## config.mk

```make
export PLATFORM = sky130hd
export DESIGN_NAME = keccak_theta_parity_acc_flat
export DESIGN_NICKNAME = d
export VERILOG_FILES = /design/src/rtl/keccak_theta_parity_acc_if.sv /design/src/rtl/keccak_theta_parity_acc.sv /design/src/flat_wrapper.sv
export SDC_FILE = /design/constraint.sdc
export NUM_CORES = 1
export LEC_CHECK = 0
export BUFFER_PORTS_ARGS = -buffer_cell sky130_fd_sc_hd__buf_2
export CAP_MARGIN = 10
export CELL_PAD_IN_SITES_DETAIL_PLACEMENT = 0
export CELL_PAD_IN_SITES_GLOBAL_PLACEMENT = 1
export CORE_AREA = 8 8 397 399
export CTS_CLUSTER_DIAMETER = 30
export DETAILED_ROUTE_END_ITERATION = 7
export DIE_AREA = 0 0 405 407
export PLACE_DENSITY_LB_ADDON = 0.1
export SYNTH_ARGS = -nofsm -noshare
export SYNTH_HDL_FRONTEND = slang
export SYNTH_SLANG_ARGS = --single-unit
```

## constraint.sdc

```tcl
create_clock -name clk_i -period 1.7 [get_ports clk_i]
set_input_delay 0.085 -clock clk_i [delete_from_list [all_inputs] [get_ports clk_i]]
set_output_delay 0.085 -clock clk_i [all_outputs]
set_load 0.02 [all_outputs]
```

## src/rtl/keccak_theta_parity_acc_if.sv

```systemverilog
// Plane-in / parity-out bus for the Keccak theta column-parity accumulator.
// The master is the side that supplies planes and consumes parity results.
interface keccak_theta_parity_acc_if #(
   parameter int LaneW = 64
);
   localparam int WordW = 4 * LaneW;

   logic             in_valid_i;
   logic             in_ready_o;
   logic [WordW-1:0] plane_a_i;
   logic [WordW-1:0] plane_b_i;
   logic             out_valid_o;
   logic             out_ready_i;
   logic [WordW-1:0] parity_a_o;
   logic [WordW-1:0] parity_b_o;
   logic [2:0]       plane_cnt_o;

   modport master (
      output in_valid_i, plane_a_i, plane_b_i, out_ready_i,
      input  in_ready_o, out_valid_o, parity_a_o, parity_b_o, plane_cnt_o
   );

   modport slave (
      input  in_valid_i, plane_a_i, plane_b_i, out_ready_i,
      output in_ready_o, out_valid_o, parity_a_o, parity_b_o, plane_cnt_o
   );
endinterface

```

## src/rtl/keccak_theta_parity_acc.sv

```systemverilog
// Keccak theta column-parity accumulator: XOR-folds five 320-bit planes into
// C[x] and hands the result to the plane unit in its two-word packing.
module keccak_theta_parity_acc #(
   parameter int NumPlanes = 5,
   parameter int LaneW     = 64
) (
   input logic                      clk_i,
   input logic                      rst_i,
   input logic                      clear_i,
   keccak_theta_parity_acc_if.slave bus
);
   localparam int WordW = 4 * LaneW;

   typedef enum logic [1:0] {ST_IDLE, ST_ACCUM, ST_FULL} state_t;

   state_t             state_q;
   logic [2:0]         cnt_q;
   logic [WordW-1:0]   acc_a_q;
   logic [LaneW-1:0]   acc_b_q;

   logic [WordW-1:0]   xor_a;
   logic [LaneW-1:0]   xor_b;
   logic               in_ready;
   logic               accept;
   logic               out_fire;

   // Upper bits of word B carry no lane and are deliberately ignored.
   logic unused_plane_b_hi;
   assign unused_plane_b_hi = ^bus.plane_b_i[WordW-1:LaneW];

   // Per-lane XOR of the running parity with the incoming plane; lanes never mix.
   genvar gi;
   generate
      for (gi = 0; gi < 4; gi++) begin : g_lane
         assign xor_a[gi*LaneW +: LaneW] = acc_a_q[gi*LaneW +: LaneW] ^ bus.plane_a_i[gi*LaneW +: LaneW];
      end
   endgenerate
   assign xor_b = acc_b_q ^ bus.plane_b_i[LaneW-1:0];

   // Ready passes the consumer's ready straight through when full, so a result
   // handoff and the next block's first plane can share one cycle.
   assign in_ready = !rst_i && ((state_q != ST_FULL) || bus.out_ready_i);
   assign accept   = bus.in_valid_i && in_ready;
   assign out_fire = (state_q == ST_FULL) && bus.out_ready_i;

   assign bus.in_ready_o  = in_ready;
   assign bus.out_valid_o = !rst_i && (state_q == ST_FULL);
   assign bus.parity_a_o  = acc_a_q;
   assign bus.parity_b_o  = {{(WordW-LaneW){1'b0}}, acc_b_q};
   assign bus.plane_cnt_o = cnt_q;

   // Accumulation FSM: first plane of a block loads, later planes XOR in,
   // the fifth moves to FULL until the consumer takes the result.
   always_ff @(posedge clk_i) begin
      if (rst_i) begin
         state_q <= ST_IDLE;
         cnt_q   <= 3'd0;
         acc_a_q <= '0;
         acc_b_q <= '0;
      end else if (clear_i) begin
         state_q <= ST_IDLE;
         cnt_q   <= 3'd0;
      end else begin
         case (state_q)
            ST_IDLE: begin
               if (accept) begin
                  acc_a_q <= bus.plane_a_i;
                  acc_b_q <= bus.plane_b_i[LaneW-1:0];
                  cnt_q   <= 3'd1;
                  state_q <= ST_ACCUM;
               end
            end
            ST_ACCUM: begin
               if (accept) begin
                  acc_a_q <= xor_a;
                  acc_b_q <= xor_b;
                  cnt_q   <= cnt_q + 3'd1;
                  if (cnt_q == 3'(NumPlanes - 1)) begin
                     state_q <= ST_FULL;
                  end
               end
            end
            ST_FULL: begin
               if (out_fire) begin
                  if (accept) begin
                     acc_a_q <= bus.plane_a_i;
                     acc_b_q <= bus.plane_b_i[LaneW-1:0];
                     cnt_q   <= 3'd1;
                     state_q <= ST_ACCUM;
                  end else begin
                     cnt_q   <= 3'd0;
                     state_q <= ST_IDLE;
                  end
               end
            end
            default: begin
               cnt_q   <= 3'd0;
               state_q <= ST_IDLE;
            end
         endcase
      end
   end
endmodule

```

## src/flat_wrapper.sv

```systemverilog
// flat-port wrapper written by rule: the top's interface ports become plain ports
module keccak_theta_parity_acc_flat 
#(
   parameter int NumPlanes = 5,
   parameter int LaneW     = 64
)
  (clk_i, rst_i, clear_i, bus_in_valid_i, bus_plane_a_i, bus_plane_b_i, bus_out_ready_i, bus_in_ready_o, bus_out_valid_o, bus_parity_a_o, bus_parity_b_o, bus_plane_cnt_o);
  keccak_theta_parity_acc_if #(.LaneW(LaneW)) bus_i ();
  input logic clk_i;
  input logic rst_i;
  input logic clear_i;
  input wire logic [$bits(bus_i.in_valid_i)-1:0] bus_in_valid_i;
  input wire logic [$bits(bus_i.plane_a_i)-1:0] bus_plane_a_i;
  input wire logic [$bits(bus_i.plane_b_i)-1:0] bus_plane_b_i;
  input wire logic [$bits(bus_i.out_ready_i)-1:0] bus_out_ready_i;
  output wire logic [$bits(bus_i.in_ready_o)-1:0] bus_in_ready_o;
  output wire logic [$bits(bus_i.out_valid_o)-1:0] bus_out_valid_o;
  output wire logic [$bits(bus_i.parity_a_o)-1:0] bus_parity_a_o;
  output wire logic [$bits(bus_i.parity_b_o)-1:0] bus_parity_b_o;
  output wire logic [$bits(bus_i.plane_cnt_o)-1:0] bus_plane_cnt_o;
  assign bus_i.in_valid_i = bus_in_valid_i;
  assign bus_i.plane_a_i = bus_plane_a_i;
  assign bus_i.plane_b_i = bus_plane_b_i;
  assign bus_i.out_ready_i = bus_out_ready_i;
  assign bus_in_ready_o = bus_i.in_ready_o;
  assign bus_out_valid_o = bus_i.out_valid_o;
  assign bus_parity_a_o = bus_i.parity_a_o;
  assign bus_parity_b_o = bus_i.parity_b_o;
  assign bus_plane_cnt_o = bus_i.plane_cnt_o;
  keccak_theta_parity_acc #(.NumPlanes(NumPlanes), .LaneW(LaneW)) u_core (.clk_i(clk_i), .rst_i(rst_i), .clear_i(clear_i), .bus(bus_i));
endmodule
```

---- Word level (Yosys, flattened, before mapping) ----
Index checks and enable logic that the tools add are counted.
cells by class
  $add $sub $neg .......................... 1
  equal/unequal tests ..................... 8
  muxes and demuxes ....................... 19
  reduce and logical (&&, ||, !) cells .... 12
  shift operators ......................... 0
  $lt $le $gt $ge ......................... 0
  multiply operators ...................... 0
  bitwise logic cells ..................... 6
  divide/modulo/power cells ............... 0
operators with widths
  kind                                                             count
  256-bit 2-to-1 mux                                               3
  256-bit one-hot mux with 3 select lines                          1
  64-bit XOR                                                       5
  64-bit 2-to-1 mux                                                3
  64-bit one-hot mux with 3 select lines                           1
  3-bit 2-to-1 mux                                                 3
  3-bit one-hot mux with 3 select lines                            1
  2-bit 2-to-1 mux                                                 4
  2-bit by 1-bit != test with 1-bit output, second input constant  4
  4-bit AND reduction                                              2
  2-bit one-hot mux with 3 select lines                            1
  1-bit logical AND                                                4
  3-bit by 1-bit adder with 3-bit output, second input constant    1
  3-bit == test, second input constant                             1
  3-bit AND reduction                                              1
  3-bit nonzero test                                               1
  2-bit by 1-bit == test with 1-bit output, second input constant  1
  2-bit == test, second input constant                             1
  2-bit zero test                                                  1
  1-bit 2-to-1 mux                                                 2
  2-bit != test, second input constant                             1
  2-bit OR reduction                                               1
  1-bit zero test                                                  1
  1-bit logical OR                                                 1
  1-bit inverter                                                   1
word-level totals
  output and inout bits ................... 517
  memory bits (writable) .................. 0
  flip-flop bits (word level) ............. 325
  bits in latches ......................... 0
  memory bits (read-only) ................. 0
  memories kept ........................... 0

---- Logic depth before layout (Yosys ltp) ----
  depth after elaboration ................. 7
  depth in mapped cells ................... 7
  depth with buffers taken out ............ 5

---- Worst setup path after synthesis ----
Ideal clock, no wire load.
  path type ............................... flip-flop to flip-flop
  start point ............................. register u_core.state_q[0]
  end point ............................... register u_core.acc_b_q[26]
  data required time ...................... 1.582 ns
  arrival ................................. 1.472 ns
  setup time .............................. 0.118 ns
  setup slack ............................. 0.109 ns
  clock period less this slack ............ 1.591 ns
  stages on the path, launching flop included .. 8
  path buffers ............................ 3
  cells stage by stage .................... dfxtp_1 nand2b_4 a2111oi_4 buf_6 buf_6 buf_4 a21o_1 mux2i_1
between the ends
  cells in the longest elaborated chain, start to end .. 7
  elaborated cells between the ends (all ways) .. 15
ends and longest elaborated chain
  element                                 RTL line                       text
  start, declared                         keccak_theta_parity_acc.sv:16  state_t state_q;
  start signal, assigned                  keccak_theta_parity_acc.sv:56  state_q <= ST_IDLE;
  start signal, assigned                  keccak_theta_parity_acc.sv:61  state_q <= ST_IDLE;
  start signal, assigned                  keccak_theta_parity_acc.sv:70  state_q <= ST_ACCUM;
  2-bit != test                           keccak_theta_parity_acc.sv:42  assign in_ready = !rst_i && ((state_q != ST_FULL) || bus.out_ready_i);
  1-bit logical OR                        keccak_theta_parity_acc.sv:42
  1-bit logical AND                       keccak_theta_parity_acc.sv:42
  1-bit logical AND                       keccak_theta_parity_acc.sv:43  assign accept = bus.in_valid_i && in_ready;
  64-bit 2-to-1 mux (2 in series)         -
  64-bit one-hot mux with 3 select lines  keccak_theta_parity_acc.sv:64  case (state_q)
  end signal, assigned                    keccak_theta_parity_acc.sv:68  acc_b_q <= bus.plane_b_i[LaneW-1:0];
  end signal, assigned                    keccak_theta_parity_acc.sv:76  acc_b_q <= xor_b;
  end signal, assigned                    keccak_theta_parity_acc.sv:87  acc_b_q <= bus.plane_b_i[LaneW-1:0];
  end, declared                           keccak_theta_parity_acc.sv:19  logic [LaneW-1:0] acc_b_q;
Several ways; a longest one is shown, not always the timed one. The select of a mux whose other input is x is not followed.
A chain may end at the register's enable or synchronous reset.

---- Worst setup path in the final report ----
  start point ............................. register u_core.state_q[0]
  end point ............................... register u_core.acc_a_q[255], in the netlist u_core.bus.parity_a_o[255]
between the ends
  cells in the longest elaborated chain, start to end .. 7
  elaborated cells between the ends (all ways) .. 15
ends and longest elaborated chain
  element                                  RTL line                       text
  2-bit != test                            keccak_theta_parity_acc.sv:42
  1-bit logical OR                         keccak_theta_parity_acc.sv:42
  1-bit logical AND                        keccak_theta_parity_acc.sv:42
  1-bit logical AND                        keccak_theta_parity_acc.sv:43
  256-bit 2-to-1 mux (2 in series)         -
  256-bit one-hot mux with 3 select lines  keccak_theta_parity_acc.sv:64
  end signal, assigned                     keccak_theta_parity_acc.sv:67  acc_a_q <= bus.plane_a_i;
  end signal, assigned                     keccak_theta_parity_acc.sv:75  acc_a_q <= xor_a;
  end signal, assigned                     keccak_theta_parity_acc.sv:86  acc_a_q <= bus.plane_a_i;
  end, declared                            keccak_theta_parity_acc.sv:18  logic [WordW-1:0] acc_a_q;
Several ways; a longest one is shown, not always the timed one. The select of a mux whose other input is x is not followed.

==> results.yml <==
power_and_ir_drop:
  sw_frac_of_total_pct: 26.2
  power.switching_mw: 10.1
  seqPwrFrac_pct: 21.5
  comb_power_share_pct: 13.6
  clock_power_share_pct: 64.9
  total_power_mw: 38.7
  leakage_nw: 18.1
  internal_power_mw: 28.6
  power_density_nw_per_um2: 1140
  max-vdd-ir-drop_mv: 0.693
route:
  vias_per_cell: 3.39
  dr.pass1.iters: 5
  dr_total_vias: 18000
  antenna_left: 0
  drt-wirelength-per-cell_um: 18.4
  drc_errors: 0
  drt_wl_total_mm: 97.8
  drt_iter0_markers: 431
global_route:
  grt_max_degree: 96
  antenna_found_initial: 12
  grtUsageTotal_pct: 10.7
  grt_pass1_wl_mm: 131
  globalRouteOverflowTotal: 0
  grt_pass1_vias: 19500
clock_tree:
  path_clk_slew_ps: 30
  cts-buffers-inserted: 153
  cts_tree: "built"
  clk_latency_ps: 720
  root_buffer: "clkbuf_16"
  cts_buffer_depth: 3
  htree_levels: 4
  cts.sinks: 325
critical_path:
  crit_fanout: 5
  critical_path_class: "reg -> reg"
  critPathMaxStageDelay_ps: 380
  critPathRequiredTime_ps: 2300
  slowest_stage: "a2111oi_4"
  end_kind: "flip-flop"
  arrival_ps: 2520
  worstSetupStartpointType: "flip-flop"
  cp_cell_sequence: "nand2b_4, a2111oi_4, buf_6, buf_12, buf_12, buf_6, buf_8, buf_16, a21o_1, mux2i_1"
  r2r_cells: 10
sta:
  worst_pin_slew_ps: 634
  layout_setup_ws_ps: -220
  finalCritPeriodShare_pct: 113
  hold_viol: 0
  rsz0062_at_grt: "true"
  relSlewSlack_pct: 57.7
  fmax_mhz: 521
  setup_violations: 318
  whs_ps: 151
  slew_violations: 0
  clock-skew-final_ps: 16.5
  fin_crit_ps: 1920
final_layout:
  utilization_pct: 22.4
  nets: 3688
  syn_to_final_growth_pct: 98.2
  final-instance-count-excl-fill: 5321
  drive_above_1_share_pct: 35.2
outcome:
  outcome: "finished, violations left"
  violations: "negative setup slack"
placement:
  place.gp.congestion: 0.724
  portBuffers: 649
  dp_hpwl_mm: 61.9
  dp_cells: 4579
synthesis:
  yosys_register_bits: 325
  yosysSeqAreaShare_pct: 38.1
  avgSynthCellArea_um2: 8.66
  synth_warnings: 0
  yosysUniqueCellTypes: 31
  netlist_area_um2: 17100
  synthCells: 1971
die:
  die_width_um: 405
  rows: 143
  dieArea_um2: 165000
  start_util_pct: 11.3
  core_area_um2: 151000
  die_y_um: 407
  io_pins: 1034
hold_path:
  hold-path-cell-count: 7
  holdCritPathClass: "in -> reg"
job:
  cap_violations: 0
## repair_timing
item	4_1_cts	5_1_grt
endpoints found under the setup margin	307	322
gates cloned	44	48
pin swaps	120	221
endpoints found under the hold margin	325	0
buffers inserted	55	23
gates resized for setup	155	162
hold buffers	325	0
## worst max-delay path, delay by kind of cell, from the launching register on
family	cells	cell delay (ps)
buf+inv	6	790
compound gates	2	490
flops	1	310
simple gates	1	140
mux	1	60
## worst paths after layout
kind	from	slack, ps	endpoint
setup / recovery	u_core.state_q[0]	-220	u_core.bus.parity_a_o[255]
hold / removal	bus_out_ready_i	150	u_core.state_q[1]
setup reg to reg	u_core.state_q[0]	-220	u_core.bus.parity_a_o[255]
hold reg to reg	u_core.bus.parity_a_o[222]	470	u_core.bus.parity_a_o[222]
## power by group through the flow
stage | Sequential (mW) | Combinational (mW) | Clock [mW]
final | 8.31 | 5.27 | 25.1
after global routing | 8.36 | 5.69 | 26.4
after CTS | 8.32 | 5.09 | 25.9
after detailed placement | 8.43 | 3.80 | 0
after global placement | 8.42 | 3.75 | 0
after floorplan | 8.91 | 2.10 | 0
## synthesized netlist by cell type
cell type	instances	area (µm²)
nand2_1	641	2410
dfxtp_1	325	6510
mux2i_1	322	3220
a21o_1	320	2400
buf_4	223	1670
clkbuf_1	66	248
buf_6	23	259
buf_2	16	80.1
nor2_1	4	15.0
buf_8	3	45.0
inv_1	3	11.3
nor2b_1	3	18.8
clkbuf_4	2	15.0
ha_1	2	25.0
o21ai_0	2	10.0
a2111oi_4	1	27.5
a22oi_1	1	7.51
a31oi_1	1	6.26
and2_1	1	6.26
buf_1	1	3.75
conb_1	1	3.75
nand2b_1	1	6.26
nand2b_4	1	13.8
nand3_1	1	5.00
nor3_1	1	5.00
nor3b_1	1	7.51
o211ai_1	1	7.51
o22ai_1	1	6.26
or3b_2	1	8.76
xnor2_1	1	8.76
xor2_1	1	8.76
## per-stage QoR
step,setup slack (ps),setup TNS (ps),area [µm²]
after CTS,-335,-53280,32600
after global routing,-341,-69340,33800
after detailed placement,-179,-35800,22100
after global placement,-162,-27930,22100
after floorplan,109,0,17800
final,-220,-40280,33800
## final cells by class
class                      count  area, µm²
fill                       16600     117000
timing repair buffer        1186      10600
multi-input combinational   1500       9340
sequential                   325       6510
clock buffer                 256       4630
tap                         2030       2540
clock inverter                11        190
antenna                       10       25.0
inverter                       3       11.3
## state kept, by name (all words and copies together), names as in the netlist
name and flops:
u_core.bus.parity_a_o 256, u_core.acc_b_q 64, u_core.bus.plane_cnt_o 3, u_core.state_q 2
## cell usage in the layout (no fill, tap or decap), types with 4 or more instances in the layout
master and n:
conb_1 192, dlygate4sd3_1 325, a21o_1 320, nand2_4 30
nor2_1 4, nand2_2 56, clkbuf_8 31, clkbuf_1 67
clkbuf_16 196, buf_6 20, mux2i_1 322, buf_8 31
dfxtp_1 323, buf_12 57, buf_4 29, diode_2 10
buf_16 39, nand2_1 555, buf_2 646
## cells by family after synthesis
| logic type | share of synthesized area [%] |
|---|---|
| flip-flops | 38.1 |
| AND/OR/NAND/NOR | 14.6 |
| adder cells (fa/ha/maj) | 0.147 |
| XOR/XNOR | 0.103 |
| AO/OA/AOI/OAI | 14.5 |
| multiplexers | 18.9 |
| other | 0.0220 |
| buffers and inverters | 13.7 |
## routing by layer
layer	global-route usage, %	vias to the layer above	share of wire, %
met5	0	-	0.012
met4	4.11	2	2.8
li1	-	8669	-
met1	11.1	8573	38
met2	18.8	637	51
met3	5.02	168	8.7
Note: power is estimated with default switching activity, not from simulation.
